`src/rtl/tetris_pkg.sv`:
```
// tetris_pkg: shared command codes and receiver FSM states (ARDUINO_PARITY_EN adds the parity state)
package tetris_pkg;
  typedef enum logic [2:0] {
    CMD_NONE      = 3'b000,
    CMD_LEFT      = 3'b001,
    CMD_RIGHT     = 3'b010,
    CMD_ROTATE    = 3'b011,
    CMD_SOFT_DROP = 3'b100,
    CMD_HARD_DROP = 3'b101,
    CMD_START     = 3'b110,
    CMD_PAUSE     = 3'b111
  } cmd_t;
  typedef enum logic [1:0] {
    RX_IDLE,
    RX_DATA,
`ifdef ARDUINO_PARITY_EN
    RX_PAR,
`endif
    RX_STOP
  } rx_state_t;
endpackage

```
`src/rtl/cmd_fifo.sv`:
```
// cmd_fifo: show-ahead FIFO; a pop frees a full slot for a same-cycle push
module cmd_fifo #(
  parameter int DEPTH = 4,
  parameter int WIDTH = 3
) (
  input  logic             clock,
  input  logic             reset_n,
  input  logic             push,
  input  logic             pop,
  input  logic [WIDTH-1:0] din,
  output logic [WIDTH-1:0] dout,
  output logic             full,
  output logic             empty
);
  localparam int AW = $clog2(DEPTH);
  logic [AW:0] wp, rp;
  logic [WIDTH-1:0] mem [DEPTH];
  logic do_pop, do_push;
  assign empty   = wp == rp;
  assign full    = (wp[AW] != rp[AW]) && (wp[AW-1:0] == rp[AW-1:0]);
  assign do_pop  = pop && !empty;
  assign do_push = push && (!full || do_pop);
  assign dout    = mem[rp[AW-1:0]];
  // pointer update; extra MSB distinguishes full from empty
  always_ff @(posedge clock or negedge reset_n)
    if (!reset_n) begin
      wp <= '0;
      rp <= '0;
    end else begin
      if (do_push) wp <= wp + 1'b1;
      if (do_pop) rp <= rp + 1'b1;
    end
  // storage write; the head is read combinationally before this edge
  always_ff @(posedge clock)
    if (do_push) mem[wp[AW-1:0]] <= din;
endmodule

```
`src/rtl/arduino_cmd_rx.sv`:
```
// arduino_cmd_rx: serial command receiver with sync, framing FSM, timeout and FIFO (ARDUINO_PARITY_EN enables parity)
module arduino_cmd_rx
  import tetris_pkg::*;
#(
  parameter int FIFO_DEPTH = 4,
  parameter int TIMEOUT    = 64
) (
  input  logic       clock,
  input  logic       reset_n,
  input  logic       arduinoClock,
  input  logic       arduinoData,
  output logic [2:0] cmd,
  output logic       cmd_valid,
  input  logic       cmd_ready,
  output logic       frame_err,
  output logic       parity_err,
  output logic [7:0] drop_count
);
  localparam int TW = $clog2(TIMEOUT + 1);
  logic clk_s1, clk_s2, clk_s3, dat_s1, dat_s2, strobe;
  rx_state_t state_q, state_d;
  logic [2:0] sh_q, sh_d, head;
  logic [1:0] bits_q, bits_d;
  logic [TW-1:0] cnt_q, cnt_d;
  logic ferr_d, push, pop, full, empty, timeout;
  assign strobe  = clk_s2 && !clk_s3;
  assign timeout = (state_q != RX_IDLE) && (cnt_q == TW'(TIMEOUT)) && !strobe;
  assign pop       = cmd_valid && cmd_ready;
  assign cmd_valid = !empty;
  assign cmd       = cmd_valid ? head : 3'd0;
`ifdef ARDUINO_PARITY_EN
  logic par_q, par_d, perr_d;
`else
  assign parity_err = 1'b0;
`endif
  // two-flop synchronizers, third clock flop for rising-edge detection
  always_ff @(posedge clock or negedge reset_n)
    if (!reset_n) {clk_s1, clk_s2, clk_s3, dat_s1, dat_s2} <= '0;
    else {clk_s1, clk_s2, clk_s3, dat_s1, dat_s2} <= {arduinoClock, clk_s1, clk_s2, arduinoData, dat_s1};
  // frame FSM next state, shift register and outcome decode
  always_comb begin
    state_d = state_q;
    sh_d    = sh_q;
    bits_d  = bits_q;
    ferr_d  = 1'b0;
    push    = 1'b0;
`ifdef ARDUINO_PARITY_EN
    par_d   = par_q;
    perr_d  = 1'b0;
`endif
    if (timeout) begin
      state_d = RX_IDLE;
      ferr_d  = 1'b1;
    end else if (strobe)
      case (state_q)
        RX_IDLE: if (dat_s2) begin
          state_d = RX_DATA;
          bits_d  = 2'd0;
        end
        RX_DATA: begin
          sh_d   = {sh_q[1:0], dat_s2};
          bits_d = bits_q + 2'd1;
`ifdef ARDUINO_PARITY_EN
          if (bits_q == 2'd2) state_d = RX_PAR;
`else
          if (bits_q == 2'd2) state_d = RX_STOP;
`endif
        end
`ifdef ARDUINO_PARITY_EN
        RX_PAR: begin
          par_d   = dat_s2;
          state_d = RX_STOP;
        end
`endif
        RX_STOP: begin
          state_d = RX_IDLE;
          if (dat_s2) ferr_d = 1'b1;
`ifdef ARDUINO_PARITY_EN
          else if (par_q != ^sh_q) perr_d = 1'b1;
`endif
          else push = cmd_t'(sh_q) != CMD_NONE;
        end
        default: state_d = RX_IDLE;
      endcase
  end
  // timeout counter: cleared by strobes, idle while waiting for a start bit
  always_comb cnt_d = (strobe || state_q == RX_IDLE) ? '0 : (cnt_q == TW'(TIMEOUT) ? cnt_q : cnt_q + 1'b1);
  // FSM state, datapath and registered error pulses
  always_ff @(posedge clock or negedge reset_n)
    if (!reset_n) begin
      state_q   <= RX_IDLE;
      sh_q      <= '0;
      bits_q    <= '0;
      cnt_q     <= '0;
      frame_err <= 1'b0;
    end else begin
      state_q   <= state_d;
      sh_q      <= sh_d;
      bits_q    <= bits_d;
      cnt_q     <= cnt_d;
      frame_err <= ferr_d;
    end
`ifdef ARDUINO_PARITY_EN
  // parity bit capture and parity error pulse
  always_ff @(posedge clock or negedge reset_n)
    if (!reset_n) begin
      par_q      <= 1'b0;
      parity_err <= 1'b0;
    end else begin
      par_q      <= par_d;
      parity_err <= perr_d;
    end
`endif
  // saturating count of good frames lost to a full queue
  always_ff @(posedge clock or negedge reset_n)
    if (!reset_n) drop_count <= '0;
    else if (push && full && !pop && drop_count != 8'hff) drop_count <= drop_count + 8'd1;
  cmd_fifo #(.DEPTH(FIFO_DEPTH), .WIDTH(3)) u_fifo (
    .clock   (clock),
    .reset_n (reset_n),
    .push    (push),
    .pop     (pop),
    .din     (sh_q),
    .dout    (head),
    .full    (full),
    .empty   (empty)
  );
endmodule

```
`config.mk`:
```
export PLATFORM = sky130hd
export DESIGN_NAME = arduino_cmd_rx
export DESIGN_NICKNAME = d
export VERILOG_FILES = /design/src/rtl/tetris_pkg.sv /design/src/rtl/cmd_fifo.sv /design/src/rtl/arduino_cmd_rx.sv
export SDC_FILE = /design/constraint.sdc
export NUM_CORES = 1
export LEC_CHECK = 0
export CAP_MARGIN = 40
export CELL_PAD_IN_SITES_DETAIL_PLACEMENT = 1
export CELL_PAD_IN_SITES_GLOBAL_PLACEMENT = 2
export CORE_MARGIN = 2
export CORE_UTILIZATION = 35
export DETAILED_ROUTE_END_ITERATION = 10
export GPL_TIMING_DRIVEN = 0
export PLACE_DENSITY_LB_ADDON = 0.1
export SYNTH_ARGS = -nofsm -noshare
export SYNTH_HDL_FRONTEND = slang
export SYNTH_SLANG_ARGS = --single-unit
export TNS_END_PERCENT = 30
```
`constraint.sdc`:
```
create_clock -name clock -period 2.5 [get_ports clock]
set_input_delay 0.625 -clock clock [delete_from_list [all_inputs] [get_ports clock]]
set_output_delay 0.625 -clock clock [all_outputs]
set_load 0.005 [all_outputs]
```
Word-level counts from Yosys, hierarchy flattened --
Memory sizes are Yosys's and may differ from the RTL's. Index checks and enable logic that the tools add are counted.
Word-level totals: output and inout port bits 14, memories kept 1, memory bits (writable) 12, logic and storage cells 77, flip-flop bits (word level) 34
Memories:
- u_fifo.mem | words 4, bits a word 3, rd ports 1, clocked after memory_dff 0, write ports 1, RTL line cmd_fifo.sv:17 | logic [WIDTH-1:0] mem [DEPTH];
Cells by class: mux-type cells 20, reduce and logical (&&, ||, !) cells 25, add/sub/neg operators 5, equality and inequality tests 12, bitwise operators 1
Operators by type and width (number):
- $mux 7 | 2
- $logic_and 1x1->1 | 10
- $mux 1 | 10
- $mux 2 | 5
- $add 8x1->8 const B | 1
- $ne 8x8->1 const B | 1
- $pmux 2 s2 | 2
- $add 7x1->7 const B | 1
- $eq 7x7->1 const B | 1
- $add 3x1->3 const B | 2
- $ne 3x3->1 const B | 2
- $reduce_and 3->1 | 2
- $reduce_bool 2->1 | 3
- $logic_not 1->1 | 5
- $eq 2x2->1 const B | 2
- $reduce_and 4->1 | 1
- $eq 3x3->1 | 1
- $mux 3 | 1
- $reduce_bool 3->1 | 1
- $add 2x1->2 const B | 1
- $eq 2x1->1 const B | 1
- $eq 2x2->1 | 1
- $logic_not 2->1 | 1
- $logic_or 1x1->1 | 2
- 4 further kinds | 4

Longest topological paths before layout --
Gate-level depths: netlist (run 1).
depth in word-level cells 8, depth in mapped cells 7, mapped depth without buffers 6

Modules after synthesis --
Synthesis (run 1) repeated with hierarchy kept, for this count alone.
Unflattened totals: cell total of the unflattened synthesis 181, area, all modules 2248.4 µm²
Modules (own cells, without submodules):
- arduino_cmd_rx | instances 1, cells an instance 119, area each 1367.6 µm²
- cmd_fifo | instances 1, cells an instance 62, area each 880.8 µm²

Worst setup path before layout (run 1) --
No wires, ideal clock.
path kind register to register, start point reg drop_count[0], end point reg drop_count[1], data required time 2.373 ns, path slack 0.604 ns, data arrival time 1.768 ns, clock period less this slack 1.896 ns, cell stages (with the launch flop) 7, path buffers 1, path through dfrtp_1 -> ha_1 -> nand3_1 -> nor3_1 -> or4b_1 -> buf_6 -> mux2_1
Between the ends: longest elaborated chain between the ends 2, elaborated cells on any way between the ends 3, those cells by class add/sub: 1; eq/ne: 1; reduce/logical: 1
RTL lines:
- start: declaration | RTL line arduino_cmd_rx.sv:17 | output logic [7:0] drop_count
- start signal: assignment | RTL line arduino_cmd_rx.sv:117 | else if (push && full && !pop && drop_count != 8'hff) drop_count <= drop_count + 8'd1;
- parallel branches: the longest is 2 deep, another holds $add 8x1->8
Several ways; the timed one is not identified. A chain may end at the register's enable or synchronous reset.

Worst setup path after layout (run 1) --
start point reg u_fifo.rp[0], end point out cmd[2]
Between the ends: longest elaborated chain between the ends 2, elaborated cells on any way between the ends 3, those cells by class eq/ne: 1; mux: 1; memory: 1
RTL lines:
- start: declaration | RTL line cmd_fifo.sv:16 | logic [AW:0] wp, rp;
- start signal: assignment | RTL line cmd_fifo.sv:31 | if (do_pop) rp <= rp + 1'b1;
- $mem_v2 4x3 / $eq 3x3->1 (equally long branches)
- $mux 3 (*) | RTL line arduino_cmd_rx.sv:30 | assign cmd = cmd_valid ? head : 3'd0;
- end: declaration | RTL line arduino_cmd_rx.sv:12 | output logic [2:0] cmd,
Every way passes the cells marked *; elsewhere a longest branch is shown, timed or not.

==> results.py, run 1 <==
metrics = {
    "status": {
        "status": "completed",
    },
    "routing": {
        "met1_length_um": 1515,
        "remaining_drc_errors": 0,
        "ant_nets": 0,
        "dr_total_vias": 1248,
        "dr_wl_met2_um": 1878,
        "wl_per_cell_um": 13.88,
        "highest_layer": "met4",
        "first_pass_iters": 4,
        "drt_iter0_drc": 52,
        "wl_met3_um": 114,
        "wl_um": 3553,
        "vias_per_cell": 4.875,
    },
    "global_routing": {
        "overflow": 0,
        "antenna_found_initial": 0,
        "grtUsageTotal_pct": 12.46,
        "grt_pass1_vias": 1300,
        "grt_max_degree": 35,
        "grt_pass1_wl_um": 6134,
    },
    "clock_network": {
        "cts_buffers": 5,
        "holdBufCountCts": 0,
        "root_buffer": "clkbuf_8",
        "cts.htree.levels": 2,
        "clkLatencyLatePin_ns": 0.29,
        "cts_tree": "yes",
        "cts.clk_slew.worst_paths_ns": 0.08,
        "clockBufferDepth": 2,
        "clock-sinks": 46,
    },
    "logic_synthesis": {
        "seq_area_frac_synth_pct": 58.81,
        "synth_top_area_share_pct": 41.31,
        "postSynthAreaPerCell_um2": 13.03,
        "synth_fp_nets": 172,
        "ys_seq_elements": 46,
        "synth_area_leaders": "dfrtp_1 (41%), edfxtp_1 (17%), ha_1 (5.5%), xor2_1 (5.1%), mux2_2 (2.7%)",
        "yosysTopAreaCell": "dfrtp_1",
        "netlist_area_um2": 2059,
        "yosysWarnings": 0,
        "syn_inst": 158,
        "synth.distinct_cells": 35,
    },
    "placement": {
        "post-place-cells": 247,
        "dp_hpwl_um": 2605,
        "gp_congestion": 0.6762,
        "portBuffers": 17,
    },
    "pwr": {
        "p_leak_nw": 1.063,
        "ir_worst_vdd_mv": 0.3550,
        "power_density_nw_per_um2": 793.6,
        "report.power.total_mw": 1.904,
    },
    "finish": {
        "final_nets": 197,
        "layout_common_cells": "dfrtp_1 (34), nor2_1 (15), clkdlybuf4s50_1 (13), xor2_1 (12), edfxtp_1 (12)",
        "instances_no_fill": 256,
        "synthToLayoutAreaGrowth_pct": 16.52,
        "drive_gt1_share_pct": 12.50,
        "antenna_cells": 0,
        "utilization_pct": 42.79,
        "layout_commonest_cell": "dfrtp_1",
    },
    "worst_setup_path": {
        "cp_max_fo": 5,
        "cp_data_required_time_ns": 1.88,
        "worstSetupPathType": "reg2out",
        "endpoint_kind": "output pin",
        "cp-start-kind": "flip-flop",
        "worst_ep_arrival_time_ns": 1.73,
    },
    "timing": {
        "slew_headroom_pct": 47.76,
        "tns_ns": 0,
        "slew_violations": 0,
        "period_share_pct": 94.36,
        "rsz0062_at_grt": "no",
        "hold_viol": 0,
        "max_freq_mhz": 423.9,
        "holdWs_ns": 0.3606,
        "period_minus_slack_ns": 2.359,
        "tightest_slew_ns": 0.7836,
        "setup_viol": 0,
        "fin_skew_ns": 0.007111,
    },
    "die": {
        "coreArea_um2": 5608,
        "die_w_um": 80.71,
        "die-area_um2": 6514,
        "io_pins": 19,
        "fp-row-count": 27,
        "start_util_pct": 36.72,
        "die_h_um": 80.71,
    },
    "run": {
        "max_cap_viol_count": 0,
    },
    "worst_hold_path": {
        "hold_class": "reg2reg",
    },
}
==> power by group <==
| part | internal (mW) | leakage [nW] | switching [mW] |
|---|---|---|---|
| combinational | 0.271 | 0.467 | 0.191 |
| sequential | 0.893 | 0.553 | 0.123 |
| clock | 0.192 | 0.0426 | 0.235 |
| total | 1.36 | 1.06 | 0.548 |
==> metal layers <==
layer / track usage [%] / up-vias
li1: - / 589
met5: 0 / -
met4: 4.068 / 0
met3: 3.708 / 6
met2: 21.33 / 16
met1: 15.06 / 637
==> cells by family after synthesis <==
kind of cell             count (synthesis)  share of synthesized area, %
AO/OA/AOI/OAI                           10                         2.794
XOR/XNOR                                19                         8.445
adder cells (fa/ha/maj)                  9                         5.468
buffers and inverters                   10                         2.734
flip-flops                              46                         58.81
multiplexers                            10                         7.230
other                                    1                        0.1821
AND/OR/NAND/NOR                         53                         14.34
==> final timing paths <==
kind                         startpoint                to  slack (ns)  cells past startpoint
setup / recovery           u_fifo.rp[0]            cmd[2]        0.14                      4
hold / removal                   dat_s1            dat_s2        0.36                      0
setup reg to reg           u_fifo.rp[0]  u_fifo.mem[3][0]        0.45                      5
hold reg to reg                  dat_s1            dat_s2        0.36                      0
max in group asynchronous       reset_n        state_q[0]        1.59                      1
min in group asynchronous       reset_n      u_fifo.rp[2]        0.40                      1
==> state kept, by name, summed over array words and instances, names as in the netlist <==
signal / count
u_fifo.rp: 3
cnt_q: 7
dat_s2: 1
clk_s1: 1
u_fifo.mem: 12
sh_q: 3
drop_count: 8
frame_err: 1
clk_s3: 1
state_q: 2
dat_s1: 1
clk_s2: 1
bits_q: 2
u_fifo.wp: 3
==> repair_timing <==
item	in CTS	in global routing
buffers inserted	1	0
resized for setup	3	0
setup endpoints to repair	3	0
==> synthesized netlist by cell type (all sizes together) <==
| cell type | instances |
|---|---|
| a21o | 1 |
| a21oi | 1 |
| a22oi | 1 |
| and2 | 7 |
| and3 | 1 |
| and4b | 1 |
| and4bb | 1 |
| buf | 3 |
| conb | 1 |
| dfrtp | 34 |
| edfxtp | 12 |
| ha | 9 |
| inv | 7 |
| mux2 | 6 |
| mux2i | 1 |
| mux4 | 3 |
| nand2 | 10 |
| nand2b | 1 |
| nand3 | 8 |
| nand3b | 1 |
| nand4 | 2 |
| nor2 | 15 |
| nor3 | 5 |
| o21ai | 6 |
| o31ai | 1 |
| or4b | 1 |
| xnor2 | 7 |
| xor2 | 12 |
==> critical path, stage by stage, from the launching register on <==
cell and delay (ns):
dfrtp_1 0.37, buf_6 0.14, mux4_1 0.53, and2_1 0.16, dlygate4sd2_1 0.25
==> stage by stage <==
| step | area [um^2] | worst slack, ns |
|---|---|---|
| 4_1_cts | 2400 | 0.1200 |
| 6_report | 2400 | 0.1409 |
| 5_1_grt | 2400 | 0.02064 |
| 3_3_place_gp | 2320 | -0.07147 |
| 2_1_floorplan | 2059 | 0.6042 |
| 3_5_place_dp | 2315 | -0.1256 |
==> layout make-up <==
type	count	area (um^2)
Sequential cell	46	1211
Inverter	7	26.28
Clock buffer	6	72.57
Clock inverter	2	8.758
Fill cell	628	3208
Timing Repair Buffer	18	168.9
Multi-Input combinational cell	102	792.0
Buffer	3	30.03
Tap cell	72	90.09
Power figures use the tool's default switching activity.
==> run 2, diff against run 1 <==
--- a/config.mk
+++ b/config.mk
@@ -11,6 +11,7 @@
 export CORE_MARGIN = 2
 export CORE_UTILIZATION = 35
 export DETAILED_ROUTE_END_ITERATION = 10
+export DONT_BUFFER_PORTS = 1
 export GPL_TIMING_DRIVEN = 0
 export PLACE_DENSITY_LB_ADDON = 0.1
 export SYNTH_ARGS = -nofsm -noshare
==> results.py, run 2 (same netlist as run 1, synthesis figures left out) <==
metrics = {
    "status": {
        "status": "completed",
    },
    "clock_network": {
        "post_cts_buffers": 0,
        "root_buffer": "clkbuf_8",
        "clkLatencyLatePin_ns": 0.29,
        "ctsResizeCount": 0,
        "cts.clk_slew.worst_paths_ns": 0.08,
        "cts.htree.levels": 2,
        "clock-sinks": 46,
        "clockBufferDepth": 2,
        "cts_buffers": 5,
        "cts_tree": "yes",
    },
    "timing": {
        "setup_viol": 0,
        "holdWs_ns": 0.1452,
        "fin_skew_ns": 0.005552,
        "tns_ns": 0,
        "max_freq_mhz": 462.1,
        "slew_violations": 0,
        "hold_viol": 0,
        "rsz0062_at_grt": "no",
        "period_share_pct": 86.56,
        "tightest_slew_ns": 0.7518,
        "period_minus_slack_ns": 2.164,
        "slew_headroom_pct": 49.50,
    },
    "global_routing": {
        "grt_pass1_vias": 1273,
        "overflow": 0,
        "antenna_found_initial": 0,
        "grt_pass1_wl_um": 6058,
        "grtUsageTotal_pct": 12.47,
        "grt_max_degree": 35,
    },
    "worst_setup_path": {
        "r2r-start": "u_fifo.rp[0]",
        "cp_cell_sequence": "buf_6, xnor2_2, and4b_1, nor3_1, and2_1",
        "worst_ep_arrival_time_ns": 2.15,
        "rr_worst_depth": 5,
        "cp_max_fo": 7,
        "worstSetupPathType": "reg2reg",
        "cp-start-kind": "flip-flop",
        "cp_data_required_time_ns": 2.49,
        "endpoint_kind": "flip-flop",
        "rr_endpoint": "u_fifo.mem[3][1]",
        "rrSetupSlack_ns": 0.34,
        "path_buf_inv": 1,
        "startpoint": "u_fifo.rp[0]",
        "cpPeakStageDelay_ns": 0.62,
        "cp_top_family": "simple AND/OR/NAND/NOR gates",
        "crit_slowest_cell": "nor3_1",
    },
    "placement": {
        "gp_congestion": 0.7056,
        "post-place-cells": 230,
        "portBuffers": 0,
        "dp_hpwl_um": 2565,
    },
    "routing": {
        "first_pass_iters": 4,
        "remaining_drc_errors": 0,
        "wl_um": 3501,
        "dr_total_vias": 1162,
        "vias_per_cell": 4.862,
        "ant_nets": 0,
        "drt_iter0_drc": 74,
        "wl_per_cell_um": 14.65,
    },
    "worst_hold_path": {
        "hold_class": "in2async",
    },
    "die": {
        "io_pins": 19,
        "die_w_um": 80.71,
        "start_util_pct": 36.72,
        "die-area_um2": 6514,
        "coreArea_um2": 5608,
        "die_h_um": 80.71,
        "fp-row-count": 27,
    },
    "finish": {
        "largest_reg_flops": 12,
        "synthToLayoutAreaGrowth_pct": 10.51,
        "antenna_cells": 0,
        "layout_common_cells": "dfrtp_1 (34), nor2_1 (15), xor2_1 (12), edfxtp_1 (12), nand2_1 (10)",
        "final_nets": 180,
        "fillers": 605,
        "drive_gt1_share_pct": 13.17,
        "utilization_pct": 40.58,
        "layout_commonest_cell": "dfrtp_1",
        "instances_no_fill": 239,
    },
    "pwr": {
        "p_leak_nw": 1.010,
        "report.power.total_mw": 1.944,
        "ir_worst_vdd_mv": 0.3400,
        "power_density_nw_per_um2": 854.1,
    },
    "run": {
        "max_cap_viol_count": 0,
    },
}
## run 2: changes by cell type in the layout (fill, tap and decap cells not counted), sizes merged
| cell | before | now |
|---|---|---|
| buf | 5 | 4 |
| bufinv | 0 | 1 |
| clkbuf | 6 | 7 |
| clkdlybuf4s50 | 13 | 0 |
| clkinv | 2 | 0 |
| dlygate4sd2 | 3 | 0 |
## run 2: stage by stage
stage	setup slack [ns]	instance area [um^2]
2_1_floorplan	0.6042	2059
3_3_place_gp	0.4038	2150
3_5_place_dp	0.3848	2150
4_1_cts	0.3196	2256
5_1_grt	0.1859	2276
6_report	0.3359	2276
## run 2: routing by layer
layer | track usage (%) | vias to the layer above | wire length, um
met2 | 20.42 | 18 | 1737
li1 | - | 557 | -
met1 | 15.65 | 585 | 1613
met5 | 0 | - | 0
met4 | 4.576 | 0 | 25
met3 | 3.708 | 2 | 125
## run 2: power breakdown
part	internal, mW	leakage [nW]	switching (mW)	total [mW]
Sequential	0.893	0.553	0.122	1.02
Clock	0.299	0.0524	0.238	0.537
Combinational	0.215	0.404	0.176	0.391
## run 2: repair_timing
item	in CTS	in global routing
hold endpoints to repair	0	34
setup endpoints to repair	0	0
hold buffers	0	1
## run 2: worst max-delay path by stage
stage | end | cells after the start | slack, ns
5_1_grt | u_fifo.mem[3][1] | 5 | 0.19
6_report | u_fifo.mem[3][1] | 5 | 0.34
2_1_floorplan | drop_count[1] | 6 | 0.60
4_1_cts | cmd[2] | 3 | 0.32
3_5_place_dp | u_fifo.mem[3][1] | 5 | 0.38
3_3_place_gp | u_fifo.mem[3][1] | 5 | 0.40
## run 2: layout make-up
| type | instances | area [um^2] | area share (%) |
|---|---|---|---|
| plain buffers | 3 | 30.03 | 1.319 |
| clock buffers | 7 | 76.32 | 3.353 |
| clock inverters | 1 | 30.03 | 1.319 |
| inverters | 7 | 26.28 | 1.154 |
| multi-input cells | 102 | 792.0 | 34.80 |
| flip-flops and latches | 46 | 1211 | 53.22 |
| well taps | 72 | 90.09 | 3.958 |
| repair buffers | 1 | 20.02 | 0.8796 |
## run 2: worst reg2reg max path: cells and delay by family, from the launching register on
kind | cells | cell delay [ns]
buffers and inverters | 1 | 0.15
DFF | 1 | 0.40
and+or+nand+nor | 3 | 1.18
xor gates and xnor gates | 1 | 0.13
==> run 3, diff against run 2 <==
--- a/config.mk
+++ b/config.mk
@@ -12,8 +12,8 @@
 export CORE_UTILIZATION = 35
 export DETAILED_ROUTE_END_ITERATION = 10
 export DONT_BUFFER_PORTS = 1
-export GPL_TIMING_DRIVEN = 0
 export PLACE_DENSITY_LB_ADDON = 0.1
+export REMOVE_ABC_BUFFERS = 1
 export SYNTH_ARGS = -nofsm -noshare
 export SYNTH_HDL_FRONTEND = slang
 export SYNTH_SLANG_ARGS = --single-unit
==> results.py, run 3 (same netlist as run 1, synthesis figures left out) <==
metrics = {
    "status": {
        "status": "completed",
    },
    "timing": {
        "max_freq_mhz": 445.6,
        "fin_skew_ns": 0.007761,
        "period_minus_slack_ns": 2.244,
        "setup_slack_ns": 0.2560,
        "tightest_slew_ns": 0.6113,
        "slew_headroom_pct": 58.97,
        "setup_viol": 0,
        "tns_ns": 0,
        "slew_violations": 0,
        "period_share_pct": 89.76,
        "hold_viol": 0,
        "rsz0062_at_grt": "no",
    },
    "worst_setup_path": {
        "worst_ep_arrival_time_ns": 1.62,
        "cp-start-kind": "flip-flop",
        "cp_max_fo": 6,
        "rr_endpoint": "drop_count[1]",
        "endpoint_kind": "output pin",
        "worstSetupPathType": "reg2out",
        "r2r-start": "drop_count[0]",
        "rrSetupSlack_ns": 0.36,
        "rr_worst_depth": 5,
        "cp_data_required_time_ns": 1.88,
    },
    "finish": {
        "multi_input_area_um2": 792.0,
        "largest_reg_flops": 12,
        "seqCellArea_um2": 1211,
        "layout_commonest_cell": "dfrtp_1",
        "layout_common_cells": "dfrtp_1 (34), nor2_1 (15), xor2_1 (12), edfxtp_1 (12), nand2_1 (10)",
        "final_nets": 179,
        "utilization_pct": 39.94,
        "drive_gt1_share_pct": 12.65,
        "fillers": 622,
        "synthToLayoutAreaGrowth_pct": 8.749,
        "instances_no_fill": 238,
        "antenna_cells": 0,
    },
    "clock_network": {
        "clkLatencyLatePin_ns": 0.30,
        "clock-sinks": 46,
        "cts_buffers": 5,
        "root_buffer": "clkbuf_8",
        "ctsResizeCount": 0,
        "clockBufferDepth": 2,
        "cts.clk_slew.worst_paths_ns": 0.09,
        "cts.htree.levels": 2,
        "holdBufCountCts": 0,
        "post_cts_buffers": 0,
        "cts_tree": "yes",
    },
    "die": {
        "io_pins": 19,
        "coreArea_um2": 5608,
        "start_util_pct": 36.72,
        "die-area_um2": 6514,
        "die_h_um": 80.71,
        "die_w_um": 80.71,
        "fp-row-count": 27,
    },
    "routing": {
        "drt_iter0_drc": 44,
        "wl_per_cell_um": 15.60,
        "ant_nets": 0,
        "dr_total_vias": 1168,
        "vias_per_cell": 4.908,
        "remaining_drc_errors": 0,
        "wl_um": 3713,
        "first_pass_iters": 2,
    },
    "placement": {
        "dp_hpwl_um": 2685,
        "dp_slack_ns": 0.3692,
        "gp_congestion": 0.7531,
        "post-place-cells": 228,
        "portBuffers": 0,
    },
    "global_routing": {
        "grt_pass1_vias": 1225,
        "antenna_found_initial": 0,
        "grtUsageMet3_pct": 4.382,
        "gr-usage-met2_pct": 21.75,
        "grtUsageTotal_pct": 12.94,
        "grt_pass1_wl_um": 6196,
        "overflow": 0,
        "busiest_layer": "met2",
        "grt_max_degree": 35,
        "grt_use_met1_pct": 15.90,
    },
    "pwr": {
        "ir_worst_vdd_mv": 0.3382,
        "report.power.total_mw": 1.830,
        "power_density_nw_per_um2": 817.3,
        "p_leak_nw": 0.9943,
    },
    "worst_hold_path": {
        "hold_class": "in2async",
    },
    "run": {
        "max_cap_viol_count": 0,
    },
}
[run 3: cell types whose count changed in the layout (fill, tap and decap cells not counted)]
cell,before,now
dlygate4sd3_1,0,1
clkbuf_1,2,1
bufinv_16,1,0
clkinv_2,0,2
buf_6,2,0
[run 3: layout make-up]
type                    instances  area share, %
flip-flops and latches         46          54.08
multi-input cells             102          35.36
well taps                      72          4.022
clock buffers                   6          3.240
repair buffers                  3          1.676
inverters                       7          1.173
clock inverters                 2         0.4469
[run 3: worst max-delay path by stage]
stage / slack, ns / startpoint / endpoint / cells after the start
after floorplan: 0.51 / drop_count[0] / drop_count[1] / 5
after global placement: 0.40 / drop_count[0] / drop_count[1] / 5
after detailed placement: 0.37 / drop_count[0] / drop_count[1] / 5
after CTS: 0.22 / u_fifo.rp[0] / cmd[2] / 2
after global routing: 0.18 / u_fifo.rp[0] / cmd[2] / 2
final: 0.26 / u_fifo.rp[0] / cmd[2] / 2
[run 3: critical path: stages (launching register included)]
cell and delay (ns):
dfrtp_1 0.55, mux4_1 0.59, and2_1 0.19
[run 3: metal layers]
layer  vias up  part of all wire, %
li1        550                    -
met1       596                   44
met2        16                   51
met3         6                  3.6
met4         0                  1.0
met5         -                    0
[run 3: through the flow]
stage / instance area (um^2) / hold WS [ns]
after CTS: 2210 / 0.001768
after global routing: 2240 / 0.1236
after detailed placement: 2127 / 0.3307
after floorplan: 2029 / 0.3294
final: 2240 / 0.1340
after global placement: 2127 / 0.3302
[run 3: where the power goes]
part           switching [mW]  internal [mW]  leakage, nW
logic                   0.162          0.200        0.396
registers               0.140          0.893        0.553
clock network           0.242          0.194       0.0450
total                   0.544           1.29        0.994
